===== src/rtl/uart_pkg.sv =====
`default_nettype none
// ============================================================================
//  Module      : uart_pkg
//  Description : Shared register map, bit positions, parity modes and receiver
//                state encoding for the UART receive block.
//  Revision    : 1.0  initial release
// ============================================================================
package uart_pkg;

    localparam logic [1:0] c_addr_data   = 2'd0;
    localparam logic [1:0] c_addr_status = 2'd1;
    localparam logic [1:0] c_addr_ctrl   = 2'd2;

    localparam int c_st_avail     = 0;
    localparam int c_st_ovr       = 1;
    localparam int c_st_ferr      = 2;
    localparam int c_st_perr      = 3;
    localparam int c_st_level_lsb = 4;

    localparam int c_ctrl_thr_msb = 3;
    localparam int c_ctrl_eie     = 6;
    localparam int c_ctrl_flush   = 7;

    localparam int c_par_none = 0;
    localparam int c_par_even = 1;
    localparam int c_par_odd  = 2;

    typedef enum logic [2:0] {
        ST_IDLE      = 3'd0,
        ST_START     = 3'd1,
        ST_DATA      = 3'd2,
        ST_PARITY    = 3'd3,
        ST_STOP      = 3'd4,
        ST_WAIT_IDLE = 3'd5
    } rx_state_t;

endpackage
`default_nettype wire


===== src/rtl/uart_fifo.sv =====
`default_nettype none
// ============================================================================
//  Module      : uart_fifo
//  Description : Power-of-two receive FIFO with flush; a push into a full FIFO
//                only lands when a pop happens in the same cycle.
//  Revision    : 1.0  initial release
// ============================================================================
module uart_fifo
    import uart_pkg::*;
#(
    parameter  int WIDTH   = 8,
    parameter  int DEPTH   = 8,
    localparam int c_ptr_w = $clog2(DEPTH),
    localparam int c_cnt_w = $clog2(DEPTH + 1)
) (
    input  logic               i_clk,
    input  logic               i_reset_n,
    input  logic               i_push,
    input  logic [WIDTH-1:0]   i_push_dat,
    input  logic               i_pop,
    input  logic               i_flush,
    output logic               o_full,
    output logic               o_empty,
    output logic [c_cnt_w-1:0] o_count,
    output logic [WIDTH-1:0]   o_head
);

    logic [WIDTH-1:0]   r_mem [DEPTH];
    logic [c_ptr_w-1:0] r_wr_ptr;
    logic [c_ptr_w-1:0] r_rd_ptr;
    logic [c_cnt_w-1:0] r_count;
    logic               w_do_push;
    logic               w_do_pop;

    assign o_full    = (r_count == c_cnt_w'(DEPTH));
    assign o_empty   = (r_count == '0);
    assign o_count   = r_count;
    assign o_head    = r_mem[r_rd_ptr];
    assign w_do_push = i_push & (~o_full | i_pop);
    assign w_do_pop  = i_pop & ~o_empty;

    always_ff @(posedge i_clk or negedge i_reset_n) begin
        if (!i_reset_n) begin
            r_wr_ptr <= '0;
            r_rd_ptr <= '0;
            r_count  <= '0;
        end else if (i_flush) begin
            // A push coinciding with a flush survives as the only entry.
            r_rd_ptr <= '0;
            r_wr_ptr <= i_push ? c_ptr_w'(1) : '0;
            r_count  <= i_push ? c_cnt_w'(1) : '0;
        end else begin
            if (w_do_push) r_wr_ptr <= r_wr_ptr + c_ptr_w'(1);
            if (w_do_pop)  r_rd_ptr <= r_rd_ptr + c_ptr_w'(1);
            r_count <= r_count + c_cnt_w'(w_do_push) - c_cnt_w'(w_do_pop);
        end
    end

    always_ff @(posedge i_clk) begin
        if (i_flush && i_push) begin
            r_mem[0] <= i_push_dat;
        end else if (w_do_push) begin
            r_mem[r_wr_ptr] <= i_push_dat;
        end
    end

endmodule
`default_nettype wire


===== src/rtl/uart_rx_fifo.sv =====
`default_nettype none
// ============================================================================
//  Module      : uart_rx_fifo
//  Description : UART receiver (5..8 data bits, optional parity) feeding a
//                receive FIFO, with DATA/STATUS/CTRL bus registers and IRQ.
//  Revision    : 1.0  initial release
// ============================================================================
module uart_rx_fifo
    import uart_pkg::*;
#(
    parameter int CLK_DIV    = 434,
    parameter int DATA_BITS  = 8,
    parameter int PARITY     = 0,
    parameter int FIFO_DEPTH = 8
) (
    input  logic       i_clk,
    input  logic       i_reset_n,
    input  logic [7:0] i_dat,
    output logic [7:0] o_dat,
    input  logic [1:0] i_addr,
    input  logic       i_we,
    input  logic       i_cyc,
    input  logic       rx,
    output logic       o_int
);

    localparam int c_cnt_w = $clog2(FIFO_DEPTH + 1);

    rx_state_t          r_state;
    rx_state_t          w_state_next;
    logic               r_rx_meta, r_rx_sync, r_rx_prev;
    logic [15:0]        r_baud_cnt;
    logic [2:0]         r_bit_cnt;
    logic [7:0]         r_shift;
    logic               r_par_err, r_push;
    logic               r_ovr, r_ferr, r_perr, r_eie, r_int;
    logic [3:0]         r_thr;
    logic               w_fall, w_half_hit, w_full_hit, w_cnt_clr;
    logic               w_data_sample, w_par_sample, w_stop_ok, w_stop_bad, w_par_exp;
    logic               w_pop, w_ctrl_wr, w_flush, w_full, w_empty;
    logic [c_cnt_w-1:0] w_count;
    logic [3:0]         w_level;
    logic [7:0]         w_head, w_status, w_ctrl;
    logic               w_unused;

    assign w_fall     = r_rx_prev & ~r_rx_sync;
    assign w_half_hit = (r_baud_cnt == 16'(CLK_DIV / 2));
    assign w_full_hit = (r_baud_cnt == 16'(CLK_DIV - 1));
    assign w_par_exp  = (PARITY == c_par_odd) ? ~(^r_shift) : ^r_shift;
    assign w_pop      = i_cyc & ~i_we & (i_addr == c_addr_data);
    assign w_ctrl_wr  = i_cyc & i_we & (i_addr == c_addr_ctrl);
    assign w_flush    = w_ctrl_wr & i_dat[c_ctrl_flush];
    assign w_level    = 4'(w_count);
    assign w_unused   = ^i_dat[5:4];
    assign o_int      = r_int;

    always_ff @(posedge i_clk or negedge i_reset_n) begin
        if (!i_reset_n) begin
            r_state <= ST_IDLE;
        end else begin
            r_state <= w_state_next;
        end
    end

    always_comb begin
        w_state_next  = r_state;
        w_cnt_clr     = 1'b0;
        w_data_sample = 1'b0;
        w_par_sample  = 1'b0;
        w_stop_ok     = 1'b0;
        w_stop_bad    = 1'b0;
        case (r_state)
            ST_IDLE: begin
                w_cnt_clr = 1'b1;
                if (w_fall) w_state_next = ST_START;
            end
            ST_START: begin
                // A line that is high again at mid start bit was a glitch.
                w_cnt_clr = w_half_hit;
                if (w_half_hit) w_state_next = r_rx_sync ? ST_IDLE : ST_DATA;
            end
            ST_DATA: begin
                w_cnt_clr     = w_full_hit;
                w_data_sample = w_full_hit;
                if (w_full_hit && (r_bit_cnt == 3'(DATA_BITS - 1))) begin
                    w_state_next = (PARITY != c_par_none) ? ST_PARITY : ST_STOP;
                end
            end
            ST_PARITY: begin
                w_cnt_clr    = w_full_hit;
                w_par_sample = w_full_hit;
                if (w_full_hit) w_state_next = ST_STOP;
            end
            ST_STOP: begin
                w_cnt_clr = w_full_hit;
                if (w_full_hit) begin
                    w_stop_ok    = r_rx_sync;
                    w_stop_bad   = ~r_rx_sync;
                    w_state_next = r_rx_sync ? ST_IDLE : ST_WAIT_IDLE;
                end
            end
            ST_WAIT_IDLE: begin
                w_cnt_clr = 1'b1;
                if (r_rx_sync) w_state_next = ST_IDLE;
            end
            default: w_state_next = ST_IDLE;
        endcase
    end

    always_ff @(posedge i_clk or negedge i_reset_n) begin
        if (!i_reset_n) begin
            r_rx_meta  <= 1'b1;
            r_rx_sync  <= 1'b1;
            r_rx_prev  <= 1'b1;
            r_baud_cnt <= '0;
            r_bit_cnt  <= '0;
            r_shift    <= '0;
            r_par_err  <= 1'b0;
            r_push     <= 1'b0;
            r_ovr      <= 1'b0;
            r_ferr     <= 1'b0;
            r_perr     <= 1'b0;
            r_thr      <= '0;
            r_eie      <= 1'b0;
            r_int      <= 1'b0;
        end else begin
            r_rx_meta  <= rx;
            r_rx_sync  <= r_rx_meta;
            r_rx_prev  <= r_rx_sync;
            r_baud_cnt <= w_cnt_clr ? '0 : r_baud_cnt + 16'd1;
            if (r_state == ST_IDLE && w_fall) begin
                r_bit_cnt <= '0;
                r_shift   <= '0;
                r_par_err <= 1'b0;
            end else if (w_data_sample) begin
                r_shift[r_bit_cnt] <= r_rx_sync;
                r_bit_cnt          <= r_bit_cnt + 3'd1;
            end
            if (w_par_sample) r_par_err <= (r_rx_sync != w_par_exp);
            r_push <= w_stop_ok;

            if (w_ctrl_wr) begin
                r_thr <= i_dat[c_ctrl_thr_msb:0];
                r_eie <= i_dat[c_ctrl_eie];
            end
            // Flag sets from receive events take priority over a FLUSH clear.
            r_ovr  <= (r_ovr  & ~w_flush) | (r_push & w_full & ~w_pop & ~w_flush);
            r_ferr <= (r_ferr & ~w_flush) | w_stop_bad;
            r_perr <= (r_perr & ~w_flush) | (r_push & r_par_err);
            r_int  <= ((r_thr != 4'd0) && (w_level >= r_thr)) ||
                      (r_eie && (r_ovr | r_ferr | r_perr));
        end
    end

    uart_fifo #(
        .WIDTH (8),
        .DEPTH (FIFO_DEPTH)
    ) u_fifo (
        .i_clk      (i_clk),
        .i_reset_n  (i_reset_n),
        .i_push     (r_push),
        .i_push_dat (r_shift),
        .i_pop      (w_pop),
        .i_flush    (w_flush),
        .o_full     (w_full),
        .o_empty    (w_empty),
        .o_count    (w_count),
        .o_head     (w_head)
    );

    always_comb begin
        w_status = '0;
        w_status[c_st_level_lsb +: 4] = w_level;
        w_status[c_st_perr]  = r_perr;
        w_status[c_st_ferr]  = r_ferr;
        w_status[c_st_ovr]   = r_ovr;
        w_status[c_st_avail] = ~w_empty;
        w_ctrl = '0;
        w_ctrl[c_ctrl_thr_msb:0] = r_thr;
        w_ctrl[c_ctrl_eie]       = r_eie;
        o_dat = '0;
        case (i_addr)
            c_addr_data:   o_dat = w_empty ? 8'h00 : w_head;
            c_addr_status: o_dat = w_status;
            c_addr_ctrl:   o_dat = w_ctrl;
            default:       o_dat = 8'h00;
        endcase
    end

endmodule
`default_nettype wire


===== config.mk =====
export PLATFORM = sky130hd
export DESIGN_NAME = uart_rx_fifo
export DESIGN_NICKNAME = d
export VERILOG_FILES = /design/src/rtl/uart_pkg.sv /design/src/rtl/uart_fifo.sv /design/src/rtl/uart_rx_fifo.sv
export SDC_FILE = /design/constraint.sdc
export NUM_CORES = 1
export LEC_CHECK = 0
export BUFFER_PORTS_ARGS = -buffer_cell sky130_fd_sc_hd__buf_2
export CORE_MARGIN = 1.5
export CORE_UTILIZATION = 46
export CTS_CLUSTER_SIZE = 14
export DETAILED_ROUTE_END_ITERATION = 6
export PLACE_DENSITY = 0.65
export SYNTH_ARGS = -nofsm -noshare
export SYNTH_HDL_FRONTEND = slang
export SYNTH_SLANG_ARGS = --single-unit

===== constraint.sdc =====
create_clock -name i_clk -period 2.05 [get_ports i_clk]
set_input_delay 0.1025 -clock i_clk [delete_from_list [all_inputs] [get_ports i_clk]]
set_output_delay 0.1025 -clock i_clk [all_outputs]
set_load 0.01 [all_outputs]

==> summary.md, run 1 <==
| Metric | Value |
|---|---|
| Status | finished with violations |
| Failing checks | negative setup slack |
| RSZ-0062 raised after global routing | true |
| Die Span X | 112.3 um |
| H-tree depth | 4 |
| Post-DP HPWL | 7059 um |
| Sinks on Clock Net | 118 |
| Dpl cells | 586 |
| Clk Latency, worst-skew pair | 0.41 ns |
| Mapped Cells | 409 |
| GR Overflow Total | 0 |
| Slew Viols, Final | 0 |
| Worst stage delay on the critical path | 0.56 ns |
| GR peak layer | met2 |
| PnR Total Power | 7.850 mW |
| Met3 Use GR | 0.04860 |
| GRT Util Overall | 0.1817 |
| Layout net count | 505 |
| R2R cell count | 9 |
| Num CTS Buffers | 17 |
| Clk_skew | 0.01209 ns |
| Synthesis Warnings | 0 |
| TritonCTS clock tree | done |
| # fillers | 932 |
| Via count | 3368 |
| Switch Pwr | 2.087 mW |
| Worst-case clock buffer depth | 2 |
| Hold Path Stages | 5 |
| # diodes | 0 |
| Clk slew on worst S/H paths | 0.05 ns |
| Crit Path Max Fanout | 3 |
| Die Y-Extent | 112.3 um |
| Int Pwr | 5.764 mW |
| Final ANT Viol Nets | 0 |
| Smallest hold slack | 0.1989 ns |
| Relative slew slack | 0.5368 |
| Number of global-route vias before repair | 3506 |
| CP required | 2.40 ns |
| M2 GR Usage | 0.2912 |
| #FFs+latches synth | 118 |
| Worst EP arrival | 2.48 ns |
| Net Sw Frac | 0.2658 |
| Crit-path slowest cell | fa_2 |
| Endpoints failing setup | 10 |
| Pwr Density | 1151 nW/um^2 |
| Cell Area, Synth | 5490 sq um |
| Worst hold start | i_dat[7] |
| Worst Hold End | u_fifo.o_count[3] |
| Least-Margin Pin Slew | 0.6948 ns |
| Final Hold Fails | 0 |
| Startpoint types | flop |
| Top FF cell, synth | edfxtp_1 |
| Worst vdd ir | 581.9 uV |
| Reg-to-reg startpoint | u_fifo.o_count[3] |
| Crit path cell chain | inv_2 -> ha_4 -> nor3b_4 -> nor3_4 -> ha_4 -> inv_2 -> ha_4 -> fa_2 -> and2_4 |
| Critical path's top delay family | adder cells |
| R2R Path End | u_fifo.o_count[1] |
| FP Rows | 39 |
| Clock power frac | 0.397 |
| Critical path type | reg2reg |
| Pleak | 2.829 nW |
| Drt initial violations | 264 |
| PnR worst setup slack | -0.08472 ns |
| Sequential share of power | 0.372 |
| Number of vias per cell | 5.355 |
| Buffers plus inverters on the worst setup path | 2 |
| DR WL/cell | 16.45 um |
| GR Util met1 | 0.2414 |
| Average cell area after synthesis | 13.42 sq um |
| Worst Setup End Kind | flop |
| Fin cells | 629 |
| IO Pins | 24 |
| First-pass GRT wire length | 17660 um |
| Most frequent CP cell | ha_4 |
| Port-buffer cells | 21 |
| Worst R2R Setup Slack | -0.08 ns |
| Initial antenna violation count | 0 |
| Largest net degree at the start of global routing | 55 |
| Setup TNS Final | -0.5409 ns |
| DRC errors left | 0 |
| Initial Util | 0.4767 |
| Total core area | 11520 sq um |
| Hold Path Class | in2reg |
| Share of cells above drive strength 1 | 0.3004 |
| Final GP Congestion | 0.8309 |
| Total of max-cap violations | 0 |
| Post-synth EDFFs | 64 |
| DRT Pass-1 Iters | 6 |
| Period minus WS final | 2.135 ns |
| Max frequency | 468.4 MHz |
| Yosys cell types | 61 |
| Async SR Flop Fraction | 0.4576 |
| Register area share after synthesis | 0.5969 |
| Combinational Power Share | 0.232 |
| Root Buffer | clkbuf_16 |
| Final wirelength | 10350 um |
| Die Area | 12600 sq um |
| Post-Syn Nets | 441 |
| Tcrit/Tclk final | 1.041 |
| Area Growth Syn to Fin | 24.18% |
[routing by layer]
layer / wire, um / part of all wire / up-vias
met5: 0 / 0 / -
met4: 105 / 0.010 / 0
met3: 320 / 0.031 / 9
met2: 5048 / 0.49 / 64
met1: 4873 / 0.47 / 1660
li1: - / - / 1635
[metrics by stage]
step	instance area (sq um)	setup slack (ns)	util
after floorplan	5515	0.002926	-
after global placement	5946	0.002651	0.5163
after detailed placement	5946	-0.06620	0.5163
after CTS	6699	-0.1556	0.5817
after global routing	6818	-0.1723	0.5920
final	6818	-0.08472	0.5920
[cells by family after synthesis]
kind of cell,Yosys count,share of synthesized area
AND/OR/NAND/NOR,136,0.1329
flip-flops,118,0.5969
multiplexers,40,0.1105
AO/OA/AOI/OAI,38,0.05014
buffers and inverters,32,0.02484
XOR/XNOR,28,0.04467
adder cells (fa/ha/maj),17,0.04011
[what timing repair did]
item / 4_1_cts / 5_1_grt
pin swaps: 2 / 8
setup endpoints to repair: 11 / 39
cloned: 0 / 0
endpoints found under the hold margin: 57 / 0
setup buffers: 1 / 3
gates resized for setup: 10 / 22
hold buffers: 7 / 0
[cell usage after synthesis (7+ instances only)]
library cell / count / area [sq um]
inv_1: 16 / 60.06
nor2_1: 42 / 157.7
nand2_1: 29 / 108.9
mux4_2: 16 / 360.4
o21ai_1: 8 / 40.04
ha_1: 16 / 200.2
a21oi_1: 8 / 40.04
edfxtp_1: 64 / 1922
xnor2_1: 25 / 219.0
mux2i_1: 19 / 190.2
nor3_1: 7 / 35.03
nand3_1: 11 / 55.05
dfrtp_1: 51 / 1276
[placed cells by master (no fill, tap or decap), drive strengths merged, types with 3 or more instances in the layout]
cell type,instances
nand2,29
a21o,3
xnor2,25
nand2b,6
ha,16
a22oi,4
or2,3
and3,5
and4,3
nand4b,3
o31ai,3
edfxtp,64
xor2,3
buf,52
dlygate4sd3,7
dfstp,3
clkinv,5
nor3,9
mux4,16
a21oi,9
nor2b,4
bufinv,4
dfrtp,51
nand3,11
inv,19
nor2,43
clkbuf,20
nor4,3
o21ai,10
mux2,5
mux2i,19
nand4,4
[layout make-up]
type,count,area [sq um],area share
flip-flops and latches,118,3278,0.4808
multi-input cells,259,2228,0.3268
clock buffers,20,456.7,0.06698
repair buffers,59,431.7,0.06331
well taps,143,178.9,0.02624
clock inverters,12,176.4,0.02588
inverters,18,67.56,0.009910
[sequential cells by signal, indices dropped and copies added, names as in the netlist, 3 cells and up]
signal and flops:
u_fifo.r_mem 64, r_baud_cnt 16, r_shift 8, r_thr 4, u_fifo.o_count 4, r_bit_cnt 3
r_state 3, u_fifo.r_rd_ptr 3, u_fifo.r_wr_ptr 3
[worst max-delay path by stage]
stage	from	end	slack, ns	cells past startpoint
after floorplan	u_fifo.o_count[2]	u_fifo.o_count[2]	0.003	10
after global placement	u_fifo.o_count[2]	u_fifo.o_count[2]	0.003	10
final	u_fifo.o_count[3]	u_fifo.o_count[1]	-0.08	9
after global routing	u_fifo.r_rd_ptr[0]	o_dat[6]	-0.17	5
after detailed placement	u_fifo.o_count[2]	u_fifo.o_count[1]	-0.07	9
after CTS	u_fifo.r_rd_ptr[0]	o_dat[4]	-0.16	5
[worst reg2reg max path, stage by stage (launching register included)]
cell,delay [ns]
dfrtp_1,0.40
inv_2,0.08
ha_4,0.12
nor3b_4,0.23
nor3_4,0.08
ha_4,0.27
inv_2,0.04
ha_4,0.16
fa_2,0.56
and2_4,0.13
[power by group through the flow]
stage               clock [mW]  combinational (mW)  sequential (mW)
global placement             0                1.51             2.94
detailed placement           0                1.55             2.94
floorplan                    0                1.13             2.82
CTS                       3.18                1.67             2.92
global route              3.28                2.01             2.95
finish                    3.11                1.82             2.92
No activity file was read; power rests on OpenSTA's default activity.
==> run 2: changes to the inputs <==
BUFFER_PORTS_ARGS = default   (was -buffer_cell sky130_fd_sc_hd__buf_2)
CORE_UTILIZATION = 56   (was 46)
DONT_BUFFER_PORTS = 1   (was default)
PLACE_DENSITY = 0.74   (was 0.65)
==> summary.md, run 2 (synthesis gave the netlist of run 1 again) <==
| Metric | Value |
|---|---|
| Clock power frac | 0.369 (-0.028) |
| # diodes | 0 (unchanged) |
| First-pass GRT wire length | 19150 um (+8.4%) |
| Slew Viols, Final | 0 (unchanged) |
| Sequential share of power | 0.377 (+0.005) |
| Number of global-route vias before repair | 3598 (+2.6%) |
| Area Growth Syn to Fin | 23.13% |
| Commonest non-fill, non-tap cell in the layout | edfxtp_1 |
| Final ANT Viol Nets | 0 (unchanged) |
| Initial Util | 0.5858 (+0.1091) |
| Int Pwr | 5.437 mW (-5.7%) |
| Worst vdd ir | 619.7 uV (+6.5%) |
| Critical path type | reg2out |
| Failing checks | negative setup slack |
| Status | finished with violations |
| TritonCTS clock tree | done |
| Hold Path Class | in2reg |
| Worst EP arrival | 2.10 ns (-0.38 ns) |
| Clk Latency, worst-skew pair | 0.52 ns (+0.11 ns) |
| DRC errors left | 0 (unchanged) |
| Pleak | 2.754 nW (-2.7%) |
| Worst Setup End Kind | output port |
| Period minus WS final | 2.202 ns (+0.06738 ns) |
| H-tree depth | 4 (unchanged) |
| Largest Register | u_fifo.r_mem |
| Worst stage delay on the critical path | 0.56 ns (about the same) |
| Initial antenna violation count | 0 (unchanged) |
| Crit-path slowest cell | mux4_2 |
| Die Span X | 102.0 um (-9.1%) |
| Startpoint types | flop |
| Sinks on Clock Net | 118 (unchanged) |
| Final wirelength | 12640 um (+22%) |
| GRT Util Overall | 0.2515 (+0.06982) |
| GR Overflow Total | 0 (unchanged) |
| Total of max-cap violations | 0 (unchanged) |
| Via count | 3570 (+6.0%) |
| Total core area | 9371 sq um (-19%) |
| Hold Path Stages | 3 (-2) |
| CP required | 1.95 ns (-0.45 ns) |
| Num CTS Buffers | 17 (unchanged) |
| DR WL/cell | 21.14 um (+28%) |
| Crit Path Max Fanout | 7 (+4) |
| Port-buffer cells | 0 (-100%) |
| Die Area | 10410 sq um (-17%) |
| Pwr Density | 1154 nW/um^2 (+0.20%) |
| Combinational Power Share | 0.253 (+0.021) |
| Final Hold Fails | 0 (unchanged) |
| Clk slew on worst S/H paths | 0.06 ns (about the same) |
| Final GP Congestion | 0.8240 (-0.83%) |
| Endpoints failing setup | 11 (+1) |
| Max frequency | 454.1 MHz (-3.1%) |
| Least-Margin Pin Slew | 0.7830 ns (+0.08822 ns) |
| Number of vias per cell | 5.970 (+11%) |
| Layout net count | 488 (-3.4%) |
| Drt initial violations | 190 (-28%) |
| Net Sw Frac | 0.3029 (+0.03715) |
| # fillers | 594 (-36%) |
| R2R cell count | 9 (unchanged) |
| Post-DP HPWL | 7071 um (+0.16%) |
| Largest register FFs | 64 (unchanged) |
| IO Pins | 24 (unchanged) |
| Smallest hold slack | 0.04405 ns (-0.1549 ns) |
| Finished Core Util | 0.7214 (+0.1293) |
| RSZ-0062 raised after global routing | true |
| Switch Pwr | 2.363 mW (+13%) |
| Largest net degree at the start of global routing | 55 (unchanged) |
| PnR worst setup slack | -0.1521 ns (-0.06738 ns) |
| Worst-case clock buffer depth | 2 (unchanged) |
| Crit path cell chain | buf_8 -> mux4_2 -> mux2i_2 -> o21ai_2 |
| Commonest cells after routing, fill and taps aside | 64 x edfxtp_1, 50 x dfrtp_1, 38 x nor2_1, 29 x nand2_1, 27 x buf_4 |
| Die Y-Extent | 102.0 um (-9.1%) |
| FP Rows | 35 (-10%) |
| Tcrit/Tclk final | 1.074 (+0.03287) |
| Top flop regs | u_fifo.r_mem: 64 flops, r_baud_cnt: 16 flops, r_shift: 8 flops |
| Root Buffer | clkbuf_8 |
| DRT Pass-1 Iters | 5 (-1) |
| Share of cells above drive strength 1 | 0.2942 (-0.006168) |
| Relative slew slack | 0.4780 (-0.05881) |
| Clk_skew | 0.01133 ns (-0.0007530 ns) |
[run 2: cell types whose count changed in the layout (fill, tap and decap cells not counted), sizes merged]
cell / change
buf: -19
bufinv: -2
clkbuf: -3
clkinv: +1
dlygate4sd3: +2
inv: +4
[run 2: power by group through the flow]
stage | registers, mW | clock network, mW | logic, mW
2_1_floorplan | 2.82 | 0 | 1.13
3_5_place_dp | 2.94 | 0 | 1.45
5_1_grt | 2.96 | 3.03 | 2.12
3_3_place_gp | 2.93 | 0 | 1.40
6_report | 2.94 | 2.88 | 1.98
4_1_cts | 2.91 | 2.90 | 1.74
[run 2: worst paths after layout]
kind,from,endpoint,slack [ns]
min in group asynchronous,i_reset_n,o_int,0.11
max in group asynchronous,i_reset_n,r_rx_sync,1.63
worst max register to register,u_fifo.o_count[3],u_fifo.o_count[1],-0.11
worst min-delay path,i_cyc,r_thr[1],0.04
worst max-delay path,u_fifo.r_rd_ptr[0],o_dat[7],-0.15
worst min register to register,r_rx_meta,r_rx_sync,0.36
[run 2: worst max-delay path, delay by kind of cell (launching register included)]
family	cells	cell delay, ns
flops	1	0.49
buf+inv	1	0.19
mux	2	0.79
compound gates	1	0.11
[run 2: per-stage QoR]
stage | power, mW | setup slack, ns | instances | TNS (ns) | cell area (sq um)
6_report | 7.800 | -0.1521 | 598 | -1.110 | 6760
5_1_grt | 8.112 | -0.1934 | 598 | -1.814 | 6760
4_1_cts | 7.551 | -0.1358 | 592 | -0.9375 | 6618
3_5_place_dp | 4.389 | -0.05514 | 547 | -0.08386 | 5793
3_3_place_gp | 4.330 | 0.006811 | 547 | 0 | 5793
2_1_floorplan | 3.950 | 0.002926 | 409 | 0 | 5515
[run 2: routing by layer]
| metal | vias up | wire, um | global-route usage |
|---|---|---|---|
| li1 | 1606 | - | - |
| met1 | 1782 | 5042 | 0.3090 |
| met2 | 146 | 6460 | 0.4289 |
| met3 | 36 | 693 | 0.06224 |
| met4 | 0 | 444 | 0.1022 |
| met5 | - | 0 | 0 |
[run 2: layout make-up]
| type | count | area [sq um] | area share |
|---|---|---|---|
| inverter | 18 | 70.07 | 0.01036 |
| clock inverter | 15 | 167.7 | 0.02480 |
| sequential | 118 | 3278 | 0.4849 |
| tap | 129 | 161.4 | 0.02388 |
| timing repair buffer | 42 | 389.1 | 0.05756 |
| clock buffer | 17 | 414.1 | 0.06126 |
| multi-input combinational | 259 | 2280 | 0.3372 |
[run 2: what timing repair did]
item	CTS	global route
resized for setup	23	24
setup buffers	3	6
pin swaps	3	9
setup endpoints to repair	19	81
endpoints found under the hold margin	69	0
hold buffers	10	0
==> run 3: changes to the inputs <==
CORE_ASPECT_RATIO = 0.75   (was default)
SKIP_LAST_GASP = 1   (was default)
==> summary.md, run 3 (synthesis gave the netlist of run 1 again) <==
| Metric | Value |
|---|---|
| Status | finished with violations |
| Failing checks | negative setup slack |
| Worst vdd ir | 737.1 uV (+19%) |
| CP required | 2.34 ns (+0.39 ns) |
| Largest net degree at the start of global routing | 55 (unchanged) |
| PnR worst setup slack | -0.05018 ns (+0.1019 ns) |
| Die Area | 10410 sq um (about the same) |
| Final ANT Viol Nets | 0 (unchanged) |
| Die Y-Extent | 88.75 um (-13%) |
| Placed Instance Area | 5877 sq um (+1.4%) |
| Setup TNS Final | -0.1734 ns (+0.9368 ns) |
| Port-buffer cells | 0 (unchanged) |
| Initial antenna violation count | 0 (unchanged) |
| Dpl cells | 559 (+2.2%) |
| # diodes | 0 (unchanged) |
| Commonest non-fill, non-tap cell in the layout | edfxtp_1 |
| Area Growth Syn to Fin | 23.68% |
| Smallest hold slack | 0.1082 ns (+0.06413 ns) |
| Fin area | 6790 sq um (+0.44%) |
| GR Overflow Total | 0 (unchanged) |
| DRT Pass-1 Iters | 5 (unchanged) |
| Crit Path Max Fanout | 2 (-5) |
| First-pass GRT wire length | 17770 um (-7.2%) |
| Switch Pwr | 2.236 mW (-5.4%) |
| Crit path cell chain | inv_2 -> ha_4 -> nor3b_4 -> nor3_4 -> ha_4 -> inv_4 -> ha_4 -> a21o_1 -> a21oi_2 -> xnor2_1 -> nor2_1 |
| Pleak | 2.752 nW (about the same) |
| Buffers plus inverters on the worst setup path | 2 (+1) |
| Largest register FFs | 64 (unchanged) |
| Worst stage delay on the critical path | 0.39 ns (-0.17 ns) |
| Drt initial violations | 224 (+18%) |
| Crit-path slowest cell | dfrtp_1 |
| Clk Latency, worst-skew pair | 0.41 ns (-0.11 ns) |
| Number of global-route vias before repair | 3425 (-4.8%) |
| Int Pwr | 5.467 mW (+0.56%) |
| Total of max-cap violations | 0 (unchanged) |
| H-tree depth | 4 (unchanged) |
| Sequential share of power | 0.383 (+0.006) |
| Critical path type | reg2reg |
| Worst-case clock buffer depth | 2 (unchanged) |
| Combinational Power Share | 0.255 (+0.002) |
| PnR Total Power | 7.703 mW (-1.2%) |
| Layout net count | 491 (+0.61%) |
| Final GP Congestion | 0.8791 (+6.7%) |
| Root Buffer | clkbuf_16 |
| Tcrit/Tclk final | 1.024 (-0.04972) |
| Max frequency | 476.2 MHz (+4.9%) |
| Finished Core Util | 0.7088 (-0.01260) |
| Startpoint types | flop |
| Final wirelength | 11520 um (-8.8%) |
| Period minus WS final | 2.100 ns (-0.1019 ns) |
| Number of vias per cell | 5.738 (-3.9%) |
| Via count | 3460 (-3.1%) |
| Share of cells above drive strength 1 | 0.2930 (-0.001249) |
| Clk slew on worst S/H paths | 0.05 ns (about the same) |
| TritonCTS clock tree | done |
| Relative slew slack | 0.5294 (+0.05139) |
| Initial Util | 0.5731 (-0.01278) |
| Commonest cells after routing, fill and taps aside | 64 x edfxtp_1, 49 x dfrtp_1, 39 x nor2_1, 29 x nand2_1, 28 x buf_4 |
| Most frequent CP cell | ha_4 |
| Num CTS Buffers | 17 (unchanged) |
| Sinks on Clock Net | 118 (unchanged) |
| Hold Path Class | in2reg |
| Worst EP arrival | 2.39 ns (+0.29 ns) |
| IO Pins | 24 (unchanged) |
| Clk_skew | 0.005029 ns (-0.006304 ns) |
| Top flop regs | u_fifo.r_mem: 64 flops, r_baud_cnt: 16 flops, r_shift: 8 flops |
| Final Hold Fails | 0 (unchanged) |
| Fin cells | 603 (+0.84%) |
| Die Span X | 117.3 um (+15%) |
| Critical path's top delay family | adder cells |
| Largest Register | u_fifo.r_mem |
| Least-Margin Pin Slew | 0.7059 ns (-0.07709 ns) |
| Dpl ws | 0.001737 ns (+0.05687 ns) |
| RSZ-0062 raised after global routing | true |
| Net Sw Frac | 0.2903 (-0.01267) |
| Pwr Density | 1134 nW/um^2 (-1.7%) |
| Clock power frac | 0.362 (-0.007) |
| FP Rows | 31 (-11%) |
| DR WL/cell | 19.11 um (-9.6%) |
| DRC errors left | 0 (unchanged) |
| GRT Util Overall | 0.2307 (-0.02078) |
| Post-DP HPWL | 7141 um (+1.0%) |
| Worst Setup End Kind | flop |
| Slew Viols, Final | 0 (unchanged) |
| Endpoints failing setup | 8 (-3) |
| Total core area | 9580 sq um (+2.2%) |
-- run 3: cell count changes in the layout (fill, tap and decap cells not counted), moves of 2 or more --
cell	previous run	this run
clkbuf_16	16	18
nor2_4	0	3
mux2i_4	3	1
clkinvlp_4	2	7
dlygate4sd3_1	9	7
nor2_2	5	1
buf_6	3	6
mux2i_2	2	4
clkinv_4	5	1
inv_6	5	0
-- run 3: path summary, 6_finish.rpt --
| kind | startpoint | endpoint | slack [ns] | cells past startpoint |
|---|---|---|---|---|
| setup / recovery | u_fifo.o_count[3] | u_fifo.o_count[3] | -0.05 | 11 |
| hold / removal | i_dat[7] | u_fifo.o_count[2] | 0.11 | 4 |
| setup reg to reg | u_fifo.o_count[3] | u_fifo.o_count[3] | -0.05 | 11 |
| hold reg to reg | r_rx_meta | r_rx_sync | 0.35 | 0 |
| max in group asynchronous | i_reset_n | r_rx_meta | 1.53 | 2 |
| min in group asynchronous | i_reset_n | u_fifo.r_rd_ptr[1] | 0.22 | 2 |
-- run 3: worst reg2reg max path, cell delays in order (launching register included) --
cell     delay [ns]
dfrtp_1        0.39
inv_2          0.07
ha_4           0.16
nor3b_4        0.15
nor3_4         0.23
ha_4           0.18
inv_4          0.04
ha_4           0.20
a21o_1         0.18
a21oi_2        0.15
xnor2_1        0.15
nor2_1         0.08
-- run 3: metal layers --
layer	wire, um	up-vias	part of all wire	GRT usage
li1	-	1603	-	-
met1	5396	1752	0.47	0.3174
met2	5448	93	0.47	0.3540
met3	529	12	0.046	0.07410
met4	150	0	0.013	0.07744
met5	0	-	0	0
-- run 3: what timing repair did --
| action | 4_1_cts | 5_1_grt |
|---|---|---|
| gates resized for setup | 11 | 37 |
| endpoints found under the hold margin | 60 | 0 |
| gates cloned | 0 | 1 |
| pin swaps | 3 | 12 |
| hold buffers | 8 | 0 |
| endpoints found under the setup margin | 51 | 79 |
| setup buffers | 2 | 2 |
-- run 3: power groups by stage --
stage | Sequential (mW) | Combinational (mW) | Clock [mW]
after floorplan | 2.82 | 1.13 | 0
after global placement | 2.94 | 1.47 | 0
after detailed placement | 2.95 | 1.51 | 0
after CTS | 2.91 | 1.65 | 2.83
after global routing | 2.97 | 2.11 | 2.95
final | 2.95 | 1.96 | 2.79
-- run 3: area by class of cell --
class | count | area [sq um]
timing repair buffer | 45 | 440.4
inverter | 18 | 70.07
multi-input combinational | 259 | 2271
clock inverter | 13 | 135.1
tap | 132 | 165.2
clock buffer | 18 | 429.2
sequential | 118 | 3279
fill | 605 | 2790
